===== src/rtl/signal_shifter_pkg.sv =====
`default_nettype none
// signal_shifter_pkg: shared types and default limits for the signal-shifter sequencer.
package signal_shifter_pkg;

    localparam int unsigned DEF_MAX_DELAY   = 10000000;
    localparam int unsigned DEF_MAX_EVENT   = 10;
    localparam int unsigned DEF_DELAY_WIDTH = $clog2(DEF_MAX_DELAY);
    localparam int unsigned DEF_EVENT_WIDTH = $clog2(DEF_MAX_EVENT);

    typedef enum logic [1:0] {
        ST_IDLE = 2'd0,
        ST_LOAD = 2'd1,
        ST_WAIT = 2'd2,
        ST_NEXT = 2'd3
    } seq_state_t;

    // "event" is a reserved word, hence event_cnt
    typedef struct packed {
        logic [DEF_DELAY_WIDTH-1:0] delay;
        logic [DEF_EVENT_WIDTH-1:0] event_cnt;
        logic                       polarity;
    } shift_entry_t;

endpackage
`default_nettype wire


===== src/rtl/signal_shifter_sequencer_cfg_table.sv =====
`default_nettype none
// shift_cfg_table: DEPTH-entry trigger configuration register file with append pointer,
// full flag and asynchronous read port. Contents are not reset; the count is.
module shift_cfg_table #(
    parameter int unsigned DEPTH       = 8,
    parameter int unsigned PTR_WIDTH   = $clog2(DEPTH),
    parameter int unsigned DELAY_WIDTH = 24,
    parameter int unsigned EVENT_WIDTH = 4
) (
    input  logic                   clk,
    input  logic                   reset,
    input  logic                   wr_en_i,
    input  logic                   clear_i,
    input  logic [DELAY_WIDTH-1:0] wr_delay_i,
    input  logic [EVENT_WIDTH-1:0] wr_event_i,
    input  logic                   wr_pol_i,
    input  logic [PTR_WIDTH-1:0]   rd_idx_i,
    output logic [DELAY_WIDTH-1:0] rd_delay_o,
    output logic [EVENT_WIDTH-1:0] rd_event_o,
    output logic                   rd_pol_o,
    output logic [PTR_WIDTH:0]     count_o,
    output logic                   full_o
);

    localparam logic [PTR_WIDTH:0] DEPTH_CNT = DEPTH[PTR_WIDTH:0];

    typedef struct packed {
        logic [DELAY_WIDTH-1:0] delay;
        logic [EVENT_WIDTH-1:0] event_cnt;
        logic                   polarity;
    } entry_t;

    entry_t               mem_q [DEPTH];
    logic [PTR_WIDTH:0]   count_q;
    logic [PTR_WIDTH:0]   count_d;
    logic                 full_q;
    logic                 wr_accept;

    assign wr_accept = wr_en_i && !clear_i && !full_q;

    always_comb begin
        count_d = count_q;
        if (clear_i) begin
            count_d = '0;
        end else if (wr_accept) begin
            count_d = count_q + 1'b1;
        end
    end

    always_ff @(posedge clk) begin
        if (wr_accept) begin
            mem_q[count_q[PTR_WIDTH-1:0]] <= '{delay: wr_delay_i, event_cnt: wr_event_i, polarity: wr_pol_i};
        end
    end

    always_ff @(posedge clk) begin
        if (reset) begin
            count_q <= '0;
            full_q  <= 1'b0;
        end else begin
            count_q <= count_d;
            full_q  <= (count_d == DEPTH_CNT);
        end
    end

    assign rd_delay_o = mem_q[rd_idx_i].delay;
    assign rd_event_o = mem_q[rd_idx_i].event_cnt;
    assign rd_pol_o   = mem_q[rd_idx_i].polarity;
    assign count_o    = count_q;
    assign full_o     = full_q;

endmodule
`default_nettype wire


===== src/rtl/signal_shifter_sequencer.sv =====
`default_nettype none
// signal_shifter_sequencer: steps one shifter channel through a table of trigger settings.
// Optional WAIT watchdog enabled by defining SHIFTER_SEQ_TIMEOUT_EN.
module signal_shifter_sequencer
    import signal_shifter_pkg::*;
#(
    parameter int unsigned MAX_DELAY      = DEF_MAX_DELAY,
    parameter int unsigned MAX_EVENT      = DEF_MAX_EVENT,
    parameter int unsigned DELAY_WIDTH    = $clog2(MAX_DELAY),
    parameter int unsigned EVENT_WIDTH    = $clog2(MAX_EVENT),
    parameter int unsigned DEPTH          = 8,
    parameter int unsigned PTR_WIDTH      = $clog2(DEPTH),
    parameter int unsigned TIMEOUT_CYCLES = 2**24
) (
    input  logic                   clk,
    input  logic                   reset,
    input  logic                   cfg_wr_en_i,
    input  logic [DELAY_WIDTH-1:0] cfg_delay_i,
    input  logic [EVENT_WIDTH-1:0] cfg_event_i,
    input  logic                   cfg_polarity_i,
    input  logic                   cfg_clear_i,
    output logic                   cfg_full_o,
    output logic [PTR_WIDTH:0]     cfg_count_o,
    output logic                   cfg_err_o,
    input  logic                   start_i,
    input  logic                   stop_i,
    input  logic                   loop_en_i,
    output logic                   busy_o,
    output logic                   done_o,
    output logic [PTR_WIDTH-1:0]   step_index_o,
    output logic [DELAY_WIDTH-1:0] sh_delay_value_o,
    output logic                   sh_delay_set_o,
    output logic [EVENT_WIDTH-1:0] sh_event_value_o,
    output logic                   sh_event_set_o,
    output logic                   sh_polarity_o,
    output logic                   sh_auto_start_o,
    input  logic                   sh_output_i,
    output logic                   timeout_o
);

    seq_state_t             state_q, state_d;
    logic [PTR_WIDTH-1:0]   step_q, step_d;
    logic [PTR_WIDTH:0]     count;
    logic                   full;
    logic                   is_idle;
    logic                   last_entry;
    logic                   wdog_expire;
    logic                   tbl_wr_en;
    logic                   tbl_clear;
    logic [DELAY_WIDTH-1:0] rd_delay;
    logic [EVENT_WIDTH-1:0] rd_event;
    logic                   rd_pol;

    logic                   busy_q, busy_d;
    logic                   done_q, done_d;
    logic                   err_q, err_d;
    logic                   load_q, load_d;
    logic                   auto_q, auto_d;
    logic [DELAY_WIDTH-1:0] dval_q, dval_d;
    logic [EVENT_WIDTH-1:0] eval_q, eval_d;
    logic                   pol_q, pol_d;

    assign is_idle    = (state_q == ST_IDLE);
    assign last_entry = ({1'b0, step_q} == (count - 1'b1));
    // a simultaneous clear swallows the write silently
    assign tbl_wr_en  = cfg_wr_en_i && !cfg_clear_i && is_idle && !full;
    assign tbl_clear  = cfg_clear_i && is_idle;

    // Read at the index being entered so the outputs register alongside the load strobes
    shift_cfg_table #(
        .DEPTH       (DEPTH),
        .PTR_WIDTH   (PTR_WIDTH),
        .DELAY_WIDTH (DELAY_WIDTH),
        .EVENT_WIDTH (EVENT_WIDTH)
    ) u_table (
        .clk        (clk),
        .reset      (reset),
        .wr_en_i    (tbl_wr_en),
        .clear_i    (tbl_clear),
        .wr_delay_i (cfg_delay_i),
        .wr_event_i (cfg_event_i),
        .wr_pol_i   (cfg_polarity_i),
        .rd_idx_i   (step_d),
        .rd_delay_o (rd_delay),
        .rd_event_o (rd_event),
        .rd_pol_o   (rd_pol),
        .count_o    (count),
        .full_o     (full)
    );

    always_ff @(posedge clk) begin
        if (reset) begin
            state_q <= ST_IDLE;
            step_q  <= '0;
            busy_q  <= 1'b0;
            done_q  <= 1'b0;
            err_q   <= 1'b0;
            load_q  <= 1'b0;
            auto_q  <= 1'b0;
            dval_q  <= '0;
            eval_q  <= '0;
            pol_q   <= 1'b0;
        end else begin
            state_q <= state_d;
            step_q  <= step_d;
            busy_q  <= busy_d;
            done_q  <= done_d;
            err_q   <= err_d;
            load_q  <= load_d;
            auto_q  <= auto_d;
            dval_q  <= dval_d;
            eval_q  <= eval_d;
            pol_q   <= pol_d;
        end
    end

    always_comb begin
        state_d = state_q;
        step_d  = step_q;
        if (stop_i) begin
            state_d = ST_IDLE;
        end else begin
            case (state_q)
                ST_IDLE: begin
                    if (start_i && (count != '0)) begin
                        state_d = ST_LOAD;
                        step_d  = '0;
                    end
                end
                ST_LOAD: state_d = ST_WAIT;
                ST_WAIT: begin
                    if (sh_output_i) begin
                        state_d = ST_NEXT;
                    end else if (wdog_expire) begin
                        state_d = ST_IDLE;
                    end
                end
                ST_NEXT: begin
                    if (!last_entry) begin
                        step_d  = step_q + 1'b1;
                        state_d = ST_LOAD;
                    end else if (loop_en_i) begin
                        step_d  = '0;
                        state_d = ST_LOAD;
                    end else begin
                        state_d = ST_IDLE;
                    end
                end
                default: state_d = ST_IDLE;
            endcase
        end
    end

    always_comb begin
        busy_d = (state_d != ST_IDLE);
        load_d = (state_d == ST_LOAD);
        auto_d = (state_d == ST_WAIT);
        done_d = !stop_i && (state_q == ST_NEXT) && last_entry && !loop_en_i;
        err_d  = (!stop_i && is_idle && start_i && (count == '0))
               || (cfg_wr_en_i && !cfg_clear_i && (!is_idle || full))
               || (cfg_clear_i && !is_idle);
        dval_d = load_d ? rd_delay : dval_q;
        eval_d = load_d ? rd_event : eval_q;
        pol_d  = load_d ? rd_pol   : pol_q;
    end

`ifdef SHIFTER_SEQ_TIMEOUT_EN
    localparam int unsigned WDOG_WIDTH = DELAY_WIDTH + 8;

    logic [WDOG_WIDTH-1:0] wdog_q;
    logic                  timeout_q;

    // Restarts on every entry to WAIT because it is held at zero outside WAIT
    always_ff @(posedge clk) begin
        if (reset || (state_q != ST_WAIT)) begin
            wdog_q <= '0;
        end else begin
            wdog_q <= wdog_q + 1'b1;
        end
    end

    assign wdog_expire = (state_q == ST_WAIT) && (wdog_q == WDOG_WIDTH'(TIMEOUT_CYCLES - 1));

    always_ff @(posedge clk) begin
        if (reset) begin
            timeout_q <= 1'b0;
        end else begin
            timeout_q <= !stop_i && !sh_output_i && wdog_expire;
        end
    end

    assign timeout_o = timeout_q;
`else
    assign wdog_expire = 1'b0;
    assign timeout_o   = 1'b0;
`endif

    assign cfg_full_o       = full;
    assign cfg_count_o      = count;
    assign cfg_err_o        = err_q;
    assign busy_o           = busy_q;
    assign done_o           = done_q;
    assign step_index_o     = step_q;
    assign sh_delay_value_o = dval_q;
    assign sh_delay_set_o   = load_q;
    assign sh_event_value_o = eval_q;
    assign sh_event_set_o   = load_q;
    assign sh_polarity_o    = pol_q;
    assign sh_auto_start_o  = auto_q;

endmodule
`default_nettype wire


===== config.mk =====
export PLATFORM = sky130hd
export DESIGN_NAME = signal_shifter_sequencer
export DESIGN_NICKNAME = d
export VERILOG_FILES = /design/src/rtl/signal_shifter_pkg.sv /design/src/rtl/signal_shifter_sequencer_cfg_table.sv /design/src/rtl/signal_shifter_sequencer.sv
export SDC_FILE = /design/constraint.sdc
export NUM_CORES = 1
export LEC_CHECK = 0
export CAP_MARGIN = 20
export CORE_UTILIZATION = 35
export CTS_BUF_LIST = sky130_fd_sc_hd__clkbuf_16
export CTS_CLUSTER_SIZE = 16
export DETAILED_ROUTE_END_ITERATION = 8
export HOLD_SLACK_MARGIN = 0.12
export SYNTH_ARGS = -nofsm -noshare
export SYNTH_HDL_FRONTEND = slang
export SYNTH_SLANG_ARGS = --single-unit

===== constraint.sdc =====
create_clock -name clk -period 3.61 [get_ports clk]
set_clock_uncertainty 0.05 [all_clocks]
set_input_delay 0.722 -clock clk [delete_from_list [all_inputs] [get_ports clk]]
set_output_delay 0.722 -clock clk [all_outputs]
set_load 0.02 [all_outputs]

==> results.yml <==
cells_and_area:
  final_cells: 1172
  diodes: 0
  fin_area_um2: 13600
  syn2layout_area_growth_pct: 22.2
  drive_gt1_frac: 0.196
  nNetsFinal: 796
worst_setup_path:
  endpoint_kind: "flop"
  cp-start-kind: "flop"
  reg2reg_depth: 11
  reg2reg_to: "sh_delay_value_o[14]"
  reg2reg_from: "u_table.count_o[0]"
  worst-setup-path-type: "reg -> reg"
  path_max_fanout: 22
  critical_path_arrival_ns: 3.42
  worst-r2r-setup-slack_ns: 0.59
  crit_required_ns: 4.00
drt:
  num_vias: 5904
  first_pass_iters: 7
  drt_iter0_drc: 361
  wire_per_inst_um: 20.3
  ant_nets: 0
  viasPerCell: 5.04
  wirelength_um: 23800
  drc_errors: 7
sta:
  rsz0062_at_grt: "false"
  tns_ns: 0
  maxSlewViolCount: 0
  finalHoldViolations: 0
  fmaxAchievable_mhz: 331
  fin_crit_sh: 0.838
  slew_headroom: 0.641
  worst_pin_slew_ns: 0.538
  timing.final.crit_period_ns: 3.02
  finalSetupViolations: 0
placement:
  place_inst: 1118
  portBuffers: 79
  hpwl_um: 13900
  place_area_um2: 12600
  gp_congestion: 0.773
logic_synthesis:
  synth_top_cell_by_area: "edfxtp_1"
  avgSynthCellArea_um2: 17.1
  ys_types: 48
  yosysSeqAreaShare: 0.708
  synthTopCellsByArea: "edfxtp_1, mux2i_1, dfxtp_1"
  synth_edf_count: 232
  synth_cells: 647
  ys_ff_latch: 276
  yosys.area.top_type_share: 0.628
  netlist_area_um2: 11100
  ys.flop_type: "edfxtp_1"
  syn_nets: 690
  yosysWarnings: 0
  synth-async-reset-ratio: 0
grt:
  grt_util_met1: 0.195
  grt_first_pass_wirelength_um: 36300
  met3_usage: 0.0267
  grt_pass1_vias: 6016
  grt_max_degree: 42
  grt-busiest-layer: "met2"
  overflow: 0
  globalRouteMet2Util: 0.252
  grtUsageTotal: 0.147
  antenna_found_initial: 1
clock_tree:
  cts_buffer_depth: 3
  post_cts_buffers: 0
  cts_resized: 0
  insertion_delay_ns: 0.53
  cts_root_buf: "clkbuf_16"
  h-tree-depth: 1
  cts_tree: "done"
  clock_sinks: 276
  cts_buffers: 29
  cts.clk_slew.worst_paths_ns: 0.06
  ctsHoldBuffers: 0
floorplan:
  die_area_um2: 32400
  ioPinCount: 81
  start_util: 0.359
  design.core.area_um2: 30900
  die_y_um: 180
  dieWidth_um: 180
  rows: 64
min_path:
  hold_end: "u_table.count_o[3]"
  min_from: "u_table.count_o[3]"
  whs_path_depth: 2
  min_path_type: "reg -> reg"
power_and_ir_drop:
  p_leak_uw: 0.00433
  peakVddDrop_mv: 0.328
  p_per_area_nw_per_um2: 494
run:
  drv_cap: 0
outcome:
  outcome: "finished, violations left"
  violations: "DRC"
## routing by layer
metal  wire length (um)  vias up
li1                   -     2761
met1              10900     2982
met2              11400      135
met3               1200       24
met4                318        2
met5                 12        -
## power breakdown
| part | internal (uW) | total, uW | switching [uW] | leakage [uW] |
|---|---|---|---|---|
| logic | 119 | 274 | 155 | 0.00139 |
| clock network | 1740 | 2910 | 1170 | 0.000491 |
| registers | 3490 | 3510 | 18.1 | 0.00245 |
| total | 5350 | 6700 | 1340 | 0.00433 |
## state kept, by name, summed over array words and instances, names as in the netlist
name,count
step_index_o,3
u_table.count_o,4
done_o,1
sh_polarity_o,1
sh_event_value_o,4
sh_delay_set_o,1
sh_delay_value_o,24
sh_auto_start_o,1
u_table.mem_q,232
state_q,2
u_table.full_o,1
busy_o,1
cfg_err_o,1
## through the flow
stage	worst slack (ns)	power [uW]	hold WS, ns	utilization
2_1_floorplan	0.297	3700	0.520	-
6_report	0.585	6700	0.564	0.438
3_3_place_gp	0.333	3850	0.542	0.408
4_1_cts	0.577	6770	0.567	0.438
3_5_place_dp	0.298	3850	0.543	0.408
5_1_grt	0.372	6930	0.597	0.438
## cell usage in the layout (no fill, tap or decap), types with 3 or more instances in the layout
| cell | netlist | final |
|---|---|---|
| edfxtp_1 | 232 | 232 |
| nor3_1 | 7 | 5 |
| mux2_2 | 28 | 28 |
| mux2i_1 | 117 | 117 |
| inv_1 | 9 | 16 |
| bufinv_16 | 0 | 4 |
| nor2_4 | 0 | 6 |
| clkdlybuf4s50_1 | 0 | 79 |
| a221oi_2 | 28 | 28 |
| clkbuf_16 | 0 | 29 |
| buf_12 | 0 | 12 |
| nand2_1 | 12 | 12 |
| nand3_1 | 3 | 3 |
| nand2b_1 | 3 | 3 |
| nor2_1 | 44 | 38 |
| dfxtp_1 | 44 | 44 |
| buf_4 | 6 | 25 |
| clkinv_1 | 0 | 6 |
| nor2b_1 | 3 | 3 |
| ha_1 | 6 | 6 |
| a311o_1 | 28 | 28 |
| a21oi_1 | 5 | 5 |
| clkinv_2 | 0 | 5 |
| xnor2_1 | 4 | 4 |
## cell type report
cell class / instances / area, um2
inverter: 9 / 33.8
multi-input combinational: 321 / 3010
clock buffer: 29 / 726
sequential: 276 / 7850
tap: 396 / 495
clock inverter: 25 / 221
timing repair buffer: 116 / 1220
fill: 2734 / 17400
## worst max-delay path by stage
stage / slack, ns / end / start / depth (start not counted)
floorplan: 0.30 / u_table.full_o / state_q[0] / 9
global placement: 0.33 / sh_polarity_o / stop_i / 10
detailed placement: 0.30 / sh_event_value_o[0] / stop_i / 10
CTS: 0.58 / sh_delay_value_o[14] / u_table.count_o[0] / 11
global route: 0.37 / sh_delay_value_o[14] / u_table.count_o[0] / 11
finish: 0.59 / sh_delay_value_o[14] / u_table.count_o[0] / 11
## kinds of logic after synthesis
logic type | count (synthesis) | share of synthesized area
flops | 276 | 0.708
compound gates | 80 | 0.0821
xor+xnor | 6 | 0.00474
mux | 145 | 0.134
fa+ha+maj | 6 | 0.00677
other cells | 1 | 0.000338
buf+inv | 50 | 0.0289
simple gates | 83 | 0.0352
## critical path, stage by stage (launching register included)
cell and delay, ns:
dfxtp_1 0.33, inv_1 0.06, ha_1 0.23, xor2_1 0.15, nor3_1 0.38, o2111ai_1 0.33, a2bb2oi_4 0.29, buf_12 0.23
buf_12 0.22, mux2i_1 0.10, a311o_1 0.36, a221oi_2 0.16
## cells in the mapped netlist, drive strengths merged (2+ instances only)
cell and number:
and2 2, nand3 3, nand2b 3, a311o 28, o311ai 2, o211a 3, mux2 28, a21oi 5
nand2 12, ha 6, nor2 44, nor3 8, and3 3, nor2b 4, o22ai 2, buf 27
xnor2 4, edfxtp 232, clkbuf 14, a221oi 28, mux2i 117, xor2 2, inv 9, dfxtp 44
Note: power is estimated with default switching activity, not from simulation.
